File: src/rtl/i2c_temp_poll_sequencer_if.sv
// I2C master transaction port of the temperature poll sequencer.
// master: sequencer side (drives the request); slave: I2C master engine side.
interface i2c_temp_poll_sequencer_if;
  logic       go;
  logic       rw;
  logic [5:0] N_Byte;
  logic [6:0] dev_add;
  logic [7:0] dwr_DataWriteReg;
  logic [7:0] R_Pointer;
  logic       done;
  logic       ready;
  logic [7:0] drd_lcdData;
  logic       ack_e;

  modport master (
    output go, rw, N_Byte, dev_add, dwr_DataWriteReg, R_Pointer,
    input  done, ready, drd_lcdData, ack_e
  );

  modport slave (
    input  go, rw, N_Byte, dev_add, dwr_DataWriteReg, R_Pointer,
    output done, ready, drd_lcdData, ack_e
  );
endinterface

File: src/rtl/i2c_temp_poll_sequencer.sv
// Periodic 2-byte sensor read over the I2C master; result shown as 4 hex chars in LCD RAM.
// Optional transaction watchdog: define I2C_POLL_TIMEOUT_EN.
module i2c_temp_poll_sequencer #(
  parameter int unsigned POLL_CYCLES    = 50000000,
  parameter logic [6:0]  SLAVE_ADDR     = 7'h48,
  parameter logic [7:0]  REG_PTR        = 8'h00,
  parameter logic [4:0]  LCD_BASE       = 5'd16,
  parameter int unsigned TIMEOUT_CYCLES = 1000000
) (
  input  logic                             clk,
  input  logic                             reset,
  input  logic                             enable,
  i2c_temp_poll_sequencer_if.master        bus,
  output logic                             W,
  output logic [4:0]                       WADD,
  output logic [7:0]                       DIN,
  output logic                             busy
);

  localparam int unsigned   TW    = (POLL_CYCLES > 1) ? $clog2(POLL_CYCLES) : 1;
  localparam logic [TW-1:0] TLAST = TW'(POLL_CYCLES - 1);

  if (POLL_CYCLES < 1 || TIMEOUT_CYCLES < 1) begin : g_bad_params
    $error("POLL_CYCLES and TIMEOUT_CYCLES must be at least 1");
  end

  typedef enum logic [2:0] {ST_IDLE, ST_WAIT, ST_ISSUE, ST_XFER, ST_WR} state_e;

  state_e        state_q, state_d;
  logic [TW-1:0] timer_q, timer_d;
  logic [15:0]   data_q, data_d;
  logic [1:0]    byte_q, byte_d;
  logic [1:0]    char_q, char_d;
  logic          err_q, err_d;
  logic          go_q, go_d;
  logic          rw_q, rw_d;
  logic [5:0]    nbyte_q, nbyte_d;
  logic [6:0]    dev_q, dev_d;
  logic [7:0]    dwr_q, dwr_d;
  logic [7:0]    rptr_q, rptr_d;
  logic          w_q, w_d;
  logic [4:0]    wadd_q, wadd_d;
  logic [7:0]    din_q, din_d;

`ifdef I2C_POLL_TIMEOUT_EN
  localparam int unsigned   WW    = (TIMEOUT_CYCLES > 1) ? $clog2(TIMEOUT_CYCLES) : 1;
  localparam logic [WW-1:0] WLAST = WW'(TIMEOUT_CYCLES - 1);
  logic [WW-1:0] wd_q, wd_d;
`endif

  function automatic logic [7:0] lcd_char(input logic [15:0] d, input logic e,
                                          input logic [1:0] k);
    logic [3:0] n;
    n = 4'(d >> (4'd12 - {k, 2'b00}));
    if (e) begin
      case (k)
        2'd0:    lcd_char = 8'h45;
        2'd3:    lcd_char = 8'h20;
        default: lcd_char = 8'h52;
      endcase
    end else if (n < 4'd10) begin
      lcd_char = 8'h30 + {4'h0, n};
    end else begin
      lcd_char = 8'h37 + {4'h0, n};
    end
  endfunction

  always_comb begin
    state_d = state_q;
    timer_d = timer_q;
    data_d  = data_q;
    byte_d  = byte_q;
    char_d  = char_q;
    err_d   = err_q;
    go_d    = 1'b0;
    rw_d    = rw_q;
    nbyte_d = nbyte_q;
    dev_d   = dev_q;
    dwr_d   = dwr_q;
    rptr_d  = rptr_q;
    w_d     = 1'b0;
    wadd_d  = '0;
    din_d   = '0;
`ifdef I2C_POLL_TIMEOUT_EN
    wd_d    = wd_q;
`endif
    case (state_q)
      ST_IDLE: begin
        if (enable) begin
          state_d = ST_WAIT;
          timer_d = '0;
        end
      end
      ST_WAIT: begin
        if (!enable) begin
          state_d = ST_IDLE;
        end else if (timer_q == TLAST) begin
          state_d = ST_ISSUE;
          go_d    = 1'b1;
          rw_d    = 1'b1;
          nbyte_d = 6'd2;
          dev_d   = SLAVE_ADDR;
          rptr_d  = REG_PTR;
          dwr_d   = 8'h00;
          byte_d  = '0;
`ifdef I2C_POLL_TIMEOUT_EN
          wd_d    = '0;
`endif
        end else begin
          timer_d = timer_q + TW'(1);
        end
      end
      ST_ISSUE: state_d = ST_XFER;
      ST_XFER: begin
        if (bus.ready) begin
          if (byte_q == 2'd0) data_d[15:8] = bus.drd_lcdData;
          if (byte_q == 2'd1) data_d[7:0]  = bus.drd_lcdData;
          if (byte_q != 2'd2) byte_d = byte_q + 2'd1;
        end
        // byte_d already includes a byte arriving alongside done
        if (bus.done) begin
          err_d   = bus.ack_e | (byte_d != 2'd2);
          state_d = ST_WR;
          char_d  = '0;
          w_d     = 1'b1;
          wadd_d  = LCD_BASE;
          din_d   = lcd_char(data_d, err_d, 2'd0);
        end
`ifdef I2C_POLL_TIMEOUT_EN
        else if (wd_q == WLAST) begin
          err_d   = 1'b1;
          state_d = ST_WR;
          char_d  = '0;
          w_d     = 1'b1;
          wadd_d  = LCD_BASE;
          din_d   = lcd_char(data_d, 1'b1, 2'd0);
        end else begin
          wd_d = wd_q + WW'(1);
        end
`endif
      end
      ST_WR: begin
        if (char_q == 2'd3) begin
          state_d = ST_WAIT;
          timer_d = '0;
        end else begin
          char_d = char_q + 2'd1;
          w_d    = 1'b1;
          wadd_d = LCD_BASE + 5'(char_d);
          din_d  = lcd_char(data_q, err_q, char_d);
        end
      end
      default: state_d = ST_IDLE;
    endcase
  end

  always_ff @(posedge clk or posedge reset) begin
    if (reset) begin
      state_q <= ST_IDLE;
      timer_q <= '0;
      data_q  <= '0;
      byte_q  <= '0;
      char_q  <= '0;
      err_q   <= 1'b0;
      go_q    <= 1'b0;
      rw_q    <= 1'b0;
      nbyte_q <= '0;
      dev_q   <= '0;
      dwr_q   <= '0;
      rptr_q  <= '0;
      w_q     <= 1'b0;
      wadd_q  <= '0;
      din_q   <= '0;
`ifdef I2C_POLL_TIMEOUT_EN
      wd_q    <= '0;
`endif
    end else begin
      state_q <= state_d;
      timer_q <= timer_d;
      data_q  <= data_d;
      byte_q  <= byte_d;
      char_q  <= char_d;
      err_q   <= err_d;
      go_q    <= go_d;
      rw_q    <= rw_d;
      nbyte_q <= nbyte_d;
      dev_q   <= dev_d;
      dwr_q   <= dwr_d;
      rptr_q  <= rptr_d;
      w_q     <= w_d;
      wadd_q  <= wadd_d;
      din_q   <= din_d;
`ifdef I2C_POLL_TIMEOUT_EN
      wd_q    <= wd_d;
`endif
    end
  end

  assign bus.go               = go_q;
  assign bus.rw               = rw_q;
  assign bus.N_Byte           = nbyte_q;
  assign bus.dev_add          = dev_q;
  assign bus.dwr_DataWriteReg = dwr_q;
  assign bus.R_Pointer        = rptr_q;
  assign W                    = w_q;
  assign WADD                 = wadd_q;
  assign DIN                  = din_q;
  assign busy                 = (state_q != ST_IDLE) && (state_q != ST_WAIT);

endmodule

File: src/flat_wrapper.sv
// flat-port wrapper written by rule: the top's interface ports become plain ports
module i2c_temp_poll_sequencer_flat 
#(
  parameter int unsigned POLL_CYCLES    = 50000000,
  parameter logic [6:0]  SLAVE_ADDR     = 7'h48,
  parameter logic [7:0]  REG_PTR        = 8'h00,
  parameter logic [4:0]  LCD_BASE       = 5'd16,
  parameter int unsigned TIMEOUT_CYCLES = 1000000
)
  (clk, reset, enable, W, WADD, DIN, busy, bus_go, bus_rw, bus_N_Byte, bus_dev_add, bus_dwr_DataWriteReg, bus_R_Pointer, bus_done, bus_ready, bus_drd_lcdData, bus_ack_e);
  i2c_temp_poll_sequencer_if bus_i ();
  input  logic clk;
  input  logic reset;
  input  logic enable;
  output logic W;
  output logic [4:0] WADD;
  output logic [7:0] DIN;
  output logic busy;
  output wire logic [$bits(bus_i.go)-1:0] bus_go;
  output wire logic [$bits(bus_i.rw)-1:0] bus_rw;
  output wire logic [$bits(bus_i.N_Byte)-1:0] bus_N_Byte;
  output wire logic [$bits(bus_i.dev_add)-1:0] bus_dev_add;
  output wire logic [$bits(bus_i.dwr_DataWriteReg)-1:0] bus_dwr_DataWriteReg;
  output wire logic [$bits(bus_i.R_Pointer)-1:0] bus_R_Pointer;
  input wire logic [$bits(bus_i.done)-1:0] bus_done;
  input wire logic [$bits(bus_i.ready)-1:0] bus_ready;
  input wire logic [$bits(bus_i.drd_lcdData)-1:0] bus_drd_lcdData;
  input wire logic [$bits(bus_i.ack_e)-1:0] bus_ack_e;
  assign bus_go = bus_i.go;
  assign bus_rw = bus_i.rw;
  assign bus_N_Byte = bus_i.N_Byte;
  assign bus_dev_add = bus_i.dev_add;
  assign bus_dwr_DataWriteReg = bus_i.dwr_DataWriteReg;
  assign bus_R_Pointer = bus_i.R_Pointer;
  assign bus_i.done = bus_done;
  assign bus_i.ready = bus_ready;
  assign bus_i.drd_lcdData = bus_drd_lcdData;
  assign bus_i.ack_e = bus_ack_e;
  i2c_temp_poll_sequencer #(.POLL_CYCLES(POLL_CYCLES), .SLAVE_ADDR(SLAVE_ADDR), .REG_PTR(REG_PTR), .LCD_BASE(LCD_BASE), .TIMEOUT_CYCLES(TIMEOUT_CYCLES)) u_core (.clk(clk), .reset(reset), .enable(enable), .bus(bus_i), .W(W), .WADD(WADD), .DIN(DIN), .busy(busy));
endmodule
File: config.mk
export PLATFORM = sky130hd
export DESIGN_NAME = i2c_temp_poll_sequencer_flat
export DESIGN_NICKNAME = d
export VERILOG_FILES = /design/src/rtl/i2c_temp_poll_sequencer_if.sv /design/src/rtl/i2c_temp_poll_sequencer.sv /design/src/flat_wrapper.sv
export SDC_FILE = /design/constraint.sdc
export NUM_CORES = 1
export LEC_CHECK = 0
export CAP_MARGIN = 15
export CORE_AREA = 2 2 98 100
export CTS_CLUSTER_DIAMETER = 150
export CTS_CLUSTER_SIZE = 8
export DETAILED_ROUTE_END_ITERATION = 16
export DIE_AREA = 0 0 100 102
export PLACE_DENSITY = 0.65
export SLEW_MARGIN = 5
export SYNTH_ARGS = -nofsm -noshare
export SYNTH_HDL_FRONTEND = slang
export SYNTH_SLANG_ARGS = --single-unit
File: constraint.sdc
create_clock -name clk -period 2.71 [get_ports clk]
set_clock_uncertainty 0.05 [all_clocks]
set_input_delay 0.542 -clock clk [delete_from_list [all_inputs] [get_ports clk]]
set_output_delay 0.542 -clock clk [all_outputs]
set_load 0.02 [all_outputs]
; ---- Yosys cells after proc, flatten, opt, wreduce, memory -nomap -nowiden
; Index checks and enable logic that the tools add are counted.
[op_classes]
n_lt_le_gt_ge = 2
reduce_logical = 16
mux = 41
mul = 0
div = 0
eq_ne = 22
bitwise = 1
addsub = 9
n_shift = 1
[op_table]
columns = op, n
row1 = two-way mux 26 bit, 4
row2 = case mux 26 bit (3 select lines), 1
row3 = two-way mux 8 bit, 8
row4 = two-way mux 16 bit, 2
row5 = "adder 6 x 4 -> 7 bit, first input constant", 4
row6 = "adder 26 x 1 -> 26 bit, second input constant", 1
row7 = "equality test 26 bit, second input constant", 1
row8 = "inequality test 2 bit, second input constant", 8
row9 = case mux 8 bit (2 select lines), 1
row10 = >> shifter 16 x 4 -> 4 bit, 1
row11 = two-way mux 3 bit, 5
row12 = case mux 3 bit (5 select lines), 1
row13 = AND reduction 3 bit, 5
row14 = two-way mux 2 bit, 7
row15 = case mux 7 bit (2 select lines), 1
row16 = two-way mux 5 bit, 2
row17 = case mux 5 bit (2 select lines), 1
row18 = "less-than comparator 4 bit, second input constant", 2
row19 = "inequality test 2 x 1 -> 1 bit, second input constant", 4
row20 = case mux 2 bit (2 select lines), 2
row21 = "equality test 3 x 2 -> 1 bit, second input constant", 2
row22 = nonzero test 3 bit, 2
row23 = "adder 5 x 2 -> 5 bit, first input constant", 1
row24 = two-way mux 1 bit, 5
row25 = other kinds (17), 21
[totals]
ram_bits = 0
mem_count = 0
in_bits = 14
latch_bits = 0
output_inout_bits = 46
wordCells = 106
romBits = 0
register_bits = 67

; ---- Depth between registers and ports, before layout
; Gate-level depths: netlist (run 1).
[depth]
depth_word = 9
mapped_depth = 12
mapped_depth_nobuf = 10

; ---- Least setup slack after synthesis (run 1)
; OpenSTA, ideal clock, no wires.
[synth_path]
path_kind = reg-to-reg
startpoint = register u_core.char_q[0]
endpoint = register u_core.din_q[2] (netlist: u_core.DIN[2])
stages_incl_launch_ff = 11
t_required_ns = 2.537
setup_time_ns = 0.123
arrival_time_ns = 2.296
slack_ns = 0.241
period_less_slack_ns = 2.469
n_path_buf = 2
cell_sequence = dfrtp_1 -> buf_2 -> inv_1 -> ha_1 -> buf_2 -> mux4_2 -> inv_1 -> ha_1 -> nand2_1 -> a211o_1 -> o2bb2ai_1
[synth_via]
elab_chain_cells = 8
word_cells_on_any_way = 14
classes_between = add/sub (4) / order compare (1) / eq/ne (2) / shift (1) / mux (5) / reduce/logical (1)
[synth_rtl]
columns = item, line_no
row1 = "start, declared", i2c_temp_poll_sequencer.sv:33  ; logic [1:0] char_q, char_d;
row2 = "start signal, assigned", i2c_temp_poll_sequencer.sv:182  ; char_q <= char_d;
row3 = adder 2 x 1 -> 2 bit, i2c_temp_poll_sequencer.sv:147  ; char_d = char_q + 2'd1;
row4 = subtractor 4 bit, i2c_temp_poll_sequencer.sv:54  ; n = 4'(d >> (4'd12 - {k, 2'b00}));
row5 = >> shifter 16 x 4 -> 4 bit, i2c_temp_poll_sequencer.sv:54
row6 = adder 6 x 4 -> 7 bit (tied with other cells), i2c_temp_poll_sequencer.sv:64  ; lcd_char = 8'h37 + {4'h0, n};
row7 = two-way mux 8 bit, i2c_temp_poll_sequencer.sv:61  ; end else if (n < 4'd10) begin
row8 = two-way mux 8 bit, i2c_temp_poll_sequencer.sv:55  ; if (e) begin
row9 = two-way mux 8 bit (*), i2c_temp_poll_sequencer.sv:143  ; if (char_q == 2'd3) begin
row10 = case mux 8 bit (2 select lines) (*), i2c_temp_poll_sequencer.sv:87  ; case (state_q)
row11 = via u_core.din_d[2], i2c_temp_poll_sequencer.sv:43  ; logic [7:0] din_q, din_d;
row12 = "end signal, assigned", i2c_temp_poll_sequencer.sv:192  ; din_q <= din_d;
row13 = "end, declared", i2c_temp_poll_sequencer.sv:43
; Mark *: on every way through the listed nets, which the timed path passes. The rest lies on a longest branch.
; A chain may end at the register's enable or synchronous reset.

; ---- Worst setup path after layout (run 1)
[layout_path]
startpoint = register u_core.char_q[1]
endpoint = register u_core.din_q[2] (netlist: u_core.DIN[2])
; The elaborated chain is that of the path after synthesis.

==> results.cfg, run 1 <==
[layout]
fill_cells = 858
drive_above_1_share = 0.153
antenna_cells = 0
layout.nets = 415
postLayoutCoreUtil = 0.459
multi_input_area_sq_mm = 0.00186
syn2layout_area_growth_pct = 14.4
seqCellArea_sq_mm = 0.00155

[synth]
synth.distinct_cells = 57
synth_edf_count = 0
yosys-top-cells-area = dfrtp_1 (42%), buf_4 (7.2%), mux2_2 (5.5%), xor2_1 (3.1%), nand2_1 (3.0%)
yosysTopAreaCell = dfrtp_1
yosys_register_bits = 62
synth_common_cells = dfrtp_1 (62), buf_4 (35), nand2_1 (29)
ys_seq_area_frac = 0.424
syn_inst = 359
syn_area_sq_mm = 0.00366
synth_top_cell_area_share = 0.424
yosysMostFrequentCell = dfrtp_1
synthArstFlopShare = 1.00
synth_flop_cell = dfrtp_1
synth_warnings = 0
syn_avg_cell_area_sq_um = 10.2

[routing]
drtIter0Drc = 103
postRouteWirelength_mm = 7.41
vias_per_cell = 5.35
vias = 2722
wl_per_cell_um = 14.5
ant_nets = 0
remaining_drc_errors = 0
drtPass1Iterations = 4

[critical_path]
rr_startpoint = u_core.char_q[1]$_DFFE_PP0P_
cp.required_ns = 2.88
path_cells = ha_1, mux4_2, inv_1, ha_1, nand2_1, a211o_1, o2bb2ai_1
crit_arrival_ns = 2.59
critPathBufInv = 1
crit_slowest_cell = mux4_2
worstPathMaxFanout = 5
crit_start = u_core.char_q[1]$_DFFE_PP0P_
path_delay_family = adder cells
worst-setup-path-type = reg -> reg
crit_top_cell = ha_1
crit_path_start_kind = flip-flop
end_kind = flip-flop
critPathMaxStageDelay_ns = 0.58

[placed_design]
routabilityCongestion = 0.843
io_buffer_count = 30
dpl.hpwl_mm = 5.42

[die]
die_height_um = 102
rows = 35
pin_count = 60
core-area_sq_mm = 0.00911
dieArea_sq_mm = 0.0102
start_util = 0.402
dieWidth_um = 100

[min_path]
hp-class = reg -> reg
hold_start = u_core.data_q[11]$_DFFE_PP0P_

[cts]
numCtsBuffers = 9
post_cts_buffers = 0
h-tree-depth = 3
insertion_delay_ns = 0.34
cts_hold_buf = 0
cts_sinks = 62
cts_tree = done
cts-resized-gates = 0
clockBufferDepth = 2
path_clk_slew_ns = 0.07
cts-root-buf = clkbuf_8

[job]
max_cap_viol_count = 0

[sta]
hold_violations = 0
fin_tns_setup_ns = 0
setup_viol = 0
worst_pin_slew_ns = 0.546
whs_ns = 0.464
slew_violations = 0
slew_headroom = 0.635
rsz0062_at_grt = false
max_clock_freq_ghz = 0.413
period_share = 0.893
layout_min_cycle_time_ns = 2.42

[global_route]
antenna_found_initial = 0
grt_max_degree = 63
grt_pass1_vias = 2669
track_usage = 0.158
overflow = 0
grt_pass1_wl_mm = 12.7

[run_status]
status = complete, no violations

[pwr]
power.density_mw_per_mm2 = 469
irDropWorstVdd_uv = 204
leakage_nw = 1.93
through the flow:
| stage | instances | power [mW] | area, sq um | setup WS, ns |
|---|---|---|---|---|
| global route | 509 | 2.04 | 4190 | 0.164 |
| finish | 509 | 1.96 | 4190 | 0.289 |
| CTS | 509 | 1.99 | 4190 | 0.287 |
| floorplan | 387 | 1.09 | 3760 | 0.241 |
| detailed placement | 493 | 1.10 | 3970 | 0.250 |
| global placement | 493 | 1.10 | 3970 | 0.288 |
cells in the final DEF, fill, tap and decap left out, types with 3 or more instances in the layout:
master           instances
o211ai_1                 7
mux2_2                  18
mux4_2                   4
nor2_1                  24
ha_1                     8
a21oi_1                 12
or3_1                    5
and2_1                   5
xnor2_1                  3
o21ai_1                  4
nand3_1                 13
or4_1                    8
nor3_1                   4
buf_4                    7
and3_1                   8
o21ai_0                  9
nor4_4                   3
dfrtp_1                 62
nand4_1                 12
nand2_1                 29
clkdlybuf4s50_1         30
xor2_1                  13
nand2b_1                 6
nor4_1                   4
conb_1                  29
o2111ai_1                3
clkbuf_8                 9
inv_1                   12
layer usage:
metal | global-route usage | wire [um] | vias up
li1 | - | - | 1300
met1 | 0.204 | 3390 | 1328
met2 | 0.252 | 3490 | 85
met3 | 0.0458 | 399 | 9
met4 | 0.0632 | 116 | 0
met5 | 0 | 0 | -
layout make-up:
class,count,area share
inverter,14,0.0126
clock inverter,6,0.0206
multi-input combinational,268,0.443
timing repair buffer,38,0.0891
clock buffer,10,0.0305
tap,111,0.0332
sequential,62,0.371
report_power, final:
group / total [mW] / internal (mW) / switching, mW
sequential: 0.948 / 0.935 / 0.0125
combinational: 0.135 / 0.0436 / 0.0917
clock: 0.879 / 0.516 / 0.363
final timing paths:
path,endpoint,slack (ns),cells past startpoint
max,u_core.DIN[2]$_DFF_PP0_,0.29,7
min,u_core.data_q[11]$_DFFE_PP0P_,0.46,1
max reg2reg,u_core.DIN[2]$_DFF_PP0_,0.29,7
min reg2reg,u_core.data_q[11]$_DFFE_PP0P_,0.46,1
max in group asynchronous,u_core.timer_q[0]$_DFFE_PP0P_,1.81,3
min in group asynchronous,u_core.data_q[12]$_DFFE_PP0P_,0.54,3
flip-flops by register name (all words and copies together), names as in the netlist:
name                count
u_core.data_q          16
u_core.char_q           2
u_core.byte_q           2
u_core.WADD             3
u_core.DIN              7
u_core.timer_q         26
u_core.bus.go           1
u_core.state_q          3
u_core.err_q            1
u_core.bus.dev_add      1
logic make-up (layout without fill, tap and decap cells):
family / count (synthesis) / after routing / synth area share
adder cells (fa/ha/maj): 8 / 8 / 0.0274
buffers and inverters: 57 / 68 / 0.0972
multiplexers: 25 / 25 / 0.0886
AO/OA/AOI/OAI: 52 / 52 / 0.0968
other: 1 / 29 / 0.00103
XOR/XNOR: 16 / 16 / 0.0383
flip-flops: 62 / 62 / 0.424
AND/OR/NAND/NOR: 138 / 138 / 0.226
worst reg2reg max path: stages, from the launching register on:
cell and delay, ns:
dfrtp_1 0.43, ha_1 0.42, mux4_2 0.58, inv_1 0.14, ha_1 0.18, nand2_1 0.07, a211o_1 0.30, o2bb2ai_1 0.13
No activity file was read; power rests on OpenSTA's default activity.
==> inputs of run 2 (changes only) <==
TNS_END_PERCENT = 30   (was default)
==> results of run 2 <==
Same layout as run 1: the final DEF is identical, and so are final timing and power.
==> inputs of run 3 (changes only) <==
DONT_BUFFER_PORTS = 1   (was default)
PLACE_DENSITY = 0.56   (was 0.65)
==> run 3 against run 2 <==
Compared with the run above: fmax is 0.58% lower; die area did not move; worst hold slack worse by 0.35 ns; sequential share of layout area is 3.3 points higher; clock power is 9.9% lower; via count is 3.2% lower; cell count is 6.5% lower; worst setup slack worse by 0.014 ns; first-iteration DRC count increased by 39%; combinational power is 19% lower; register-to-register slack barely moved; highest routed layer unchanged.
==> results.cfg, run 3 (synthesis results as in run 1) <==
[global_route]
antenna_found_initial = 0
grt_max_degree = 36
grt_pass1_wl_mm = 12.9
overflow = 0
grt_pass1_vias = 2498
track_usage = 0.161

[pwr]
irDropWorstVdd_uv = 203
p_int_mw = 1.38
p_total_mw = 1.85
leakage_nw = 1.81
power_switching_mw = 0.467
switching_share = 0.252
pwr-share-comb = 0.060
power.clock.fraction = 0.428
power.density_mw_per_mm2 = 482
p_seq_frac = 0.513

[cts]
numCtsBuffers = 9
cts_hold_buf = 0
post_cts_buffers = 0
insertion_delay_ns = 0.34
path_clk_slew_ns = 0.07
clockBufferDepth = 2
cts_sinks = 62
cts-root-buf = clkbuf_8
cts-resized-gates = 0
cts_tree = done
h-tree-depth = 3

[critical_path]
crit_path_start_kind = flip-flop
critPathMaxStageDelay_ns = 0.59
path_cells = ha_1, mux4_2, inv_1, ha_1, nand2_1, a211o_1, o2bb2ai_1
crit_top_cell = ha_1
worst-setup-path-type = reg -> reg
r2r_slack_ns = 0.27
cp.required_ns = 2.89
end_kind = flip-flop
crit_arrival_ns = 2.61
rr_worst_depth = 7
worst_r2r_endpoint = u_core.DIN[2]$_DFF_PP0_
rr_startpoint = u_core.char_q[1]$_DFFE_PP0P_
worstPathMaxFanout = 6
crit_slowest_cell = mux4_2

[layout]
fill_cells = 854
antenna_cells = 0
regMostFlops = u_core.timer_q
syn2layout_area_growth_pct = 4.96
largest_reg_flops = 26
postLayoutCoreUtil = 0.421
layout.nets = 382
final_common_cell = dfrtp_1
drive_above_1_share = 0.159
final_cell_mix = dfrtp_1 (62), nand2_1 (29), conb_1 (29)
seqCellArea_sq_mm = 0.00155
multi_input_area_sq_mm = 0.00186

[routing]
remaining_drc_errors = 0
ant_nets = 0
postRouteWirelength_mm = 7.47
vias = 2635
wl_per_cell_um = 15.7
drtPass1Iterations = 4
drtIter0Drc = 143
vias_per_cell = 5.54

[sta]
setup_viol = 0
slew_violations = 0
hold_violations = 0
timing.final.ws_setup_ns = 0.275
worst_pin_slew_ns = 0.713
fin_tns_setup_ns = 0
max_clock_freq_ghz = 0.411
period_share = 0.899
rsz0062_at_grt = false
slew_headroom = 0.525
layout_min_cycle_time_ns = 2.44

[die]
dieWidth_um = 100
rows = 35
die_height_um = 102
core-area_sq_mm = 0.00911
pin_count = 60
dieArea_sq_mm = 0.0102
start_util = 0.402

[job]
max_cap_viol_count = 0

[placed_design]
io_buffer_count = 0
routabilityCongestion = 0.893
place_worst_setup_slack_ns = 0.273
dpl.hpwl_mm = 5.42

[min_path]
hp-class = in -> async

[run_status]
status = complete, no violations
-- run 3: final cells by class --
class                   count  share of cell area
clock inverters             6              0.0163
flip-flops and latches     62               0.404
inverters                  14              0.0137
clock buffers              10              0.0332
repair buffers              5              0.0130
multi-input cells         268               0.483
well taps                 111              0.0362
-- run 3: worst max-delay path by stage --
stage	from	endpoint	slack, ns	cells after the start
after detailed placement	u_core.char_q[1]$_DFFE_PP0P_	u_core.DIN[2]$_DFF_PP0_	0.27	7
after global routing	u_core.char_q[1]$_DFFE_PP0P_	u_core.DIN[2]$_DFF_PP0_	0.17	7
after global placement	u_core.char_q[1]$_DFFE_PP0P_	u_core.DIN[2]$_DFF_PP0_	0.35	7
after floorplan	u_core.char_q[0]$_DFFE_PP0P_	u_core.DIN[2]$_DFF_PP0_	0.24	10
final	u_core.char_q[1]$_DFFE_PP0P_	u_core.DIN[2]$_DFF_PP0_	0.27	7
after CTS	u_core.char_q[1]$_DFFE_PP0P_	u_core.DIN[2]$_DFF_PP0_	0.27	7
-- run 3: metrics by stage --
stage               cells  hold WS, ns  area, sq um
floorplan             387        0.424         3760
global placement      460        0.447         3650
detailed placement    460        0.445         3650
CTS                   476        0.123         3840
global route          476        0.154         3840
finish                476        0.110         3840
-- run 3: worst max-delay path: cells and delay by family, from the launching register on --
kind | cells | cell delay (ns)
fa+ha+maj | 2 | 0.66
compound gates | 2 | 0.41
mux | 1 | 0.59
simple gates | 1 | 0.07
buf+inv | 1 | 0.12
flops | 1 | 0.43
-- run 3: power by group through the flow --
stage          clock network, mW  registers (mW)  logic, mW
2_1_floorplan                  0           0.962      0.123
3_3_place_gp                   0           0.965      0.109
3_5_place_dp                   0           0.965      0.112
4_1_cts                    0.821           0.948      0.112
5_1_grt                    0.861           0.950      0.125
6_report                   0.792           0.949      0.110
-- run 3: per-layer routing --
metal  up-vias  part of all wire  GRT usage
met1      1292              0.48      0.230
met4         0             0.016     0.0569
li1       1240                 -          -
met5         -                 0          0
met3        11             0.060     0.0424
met2        92              0.44      0.238
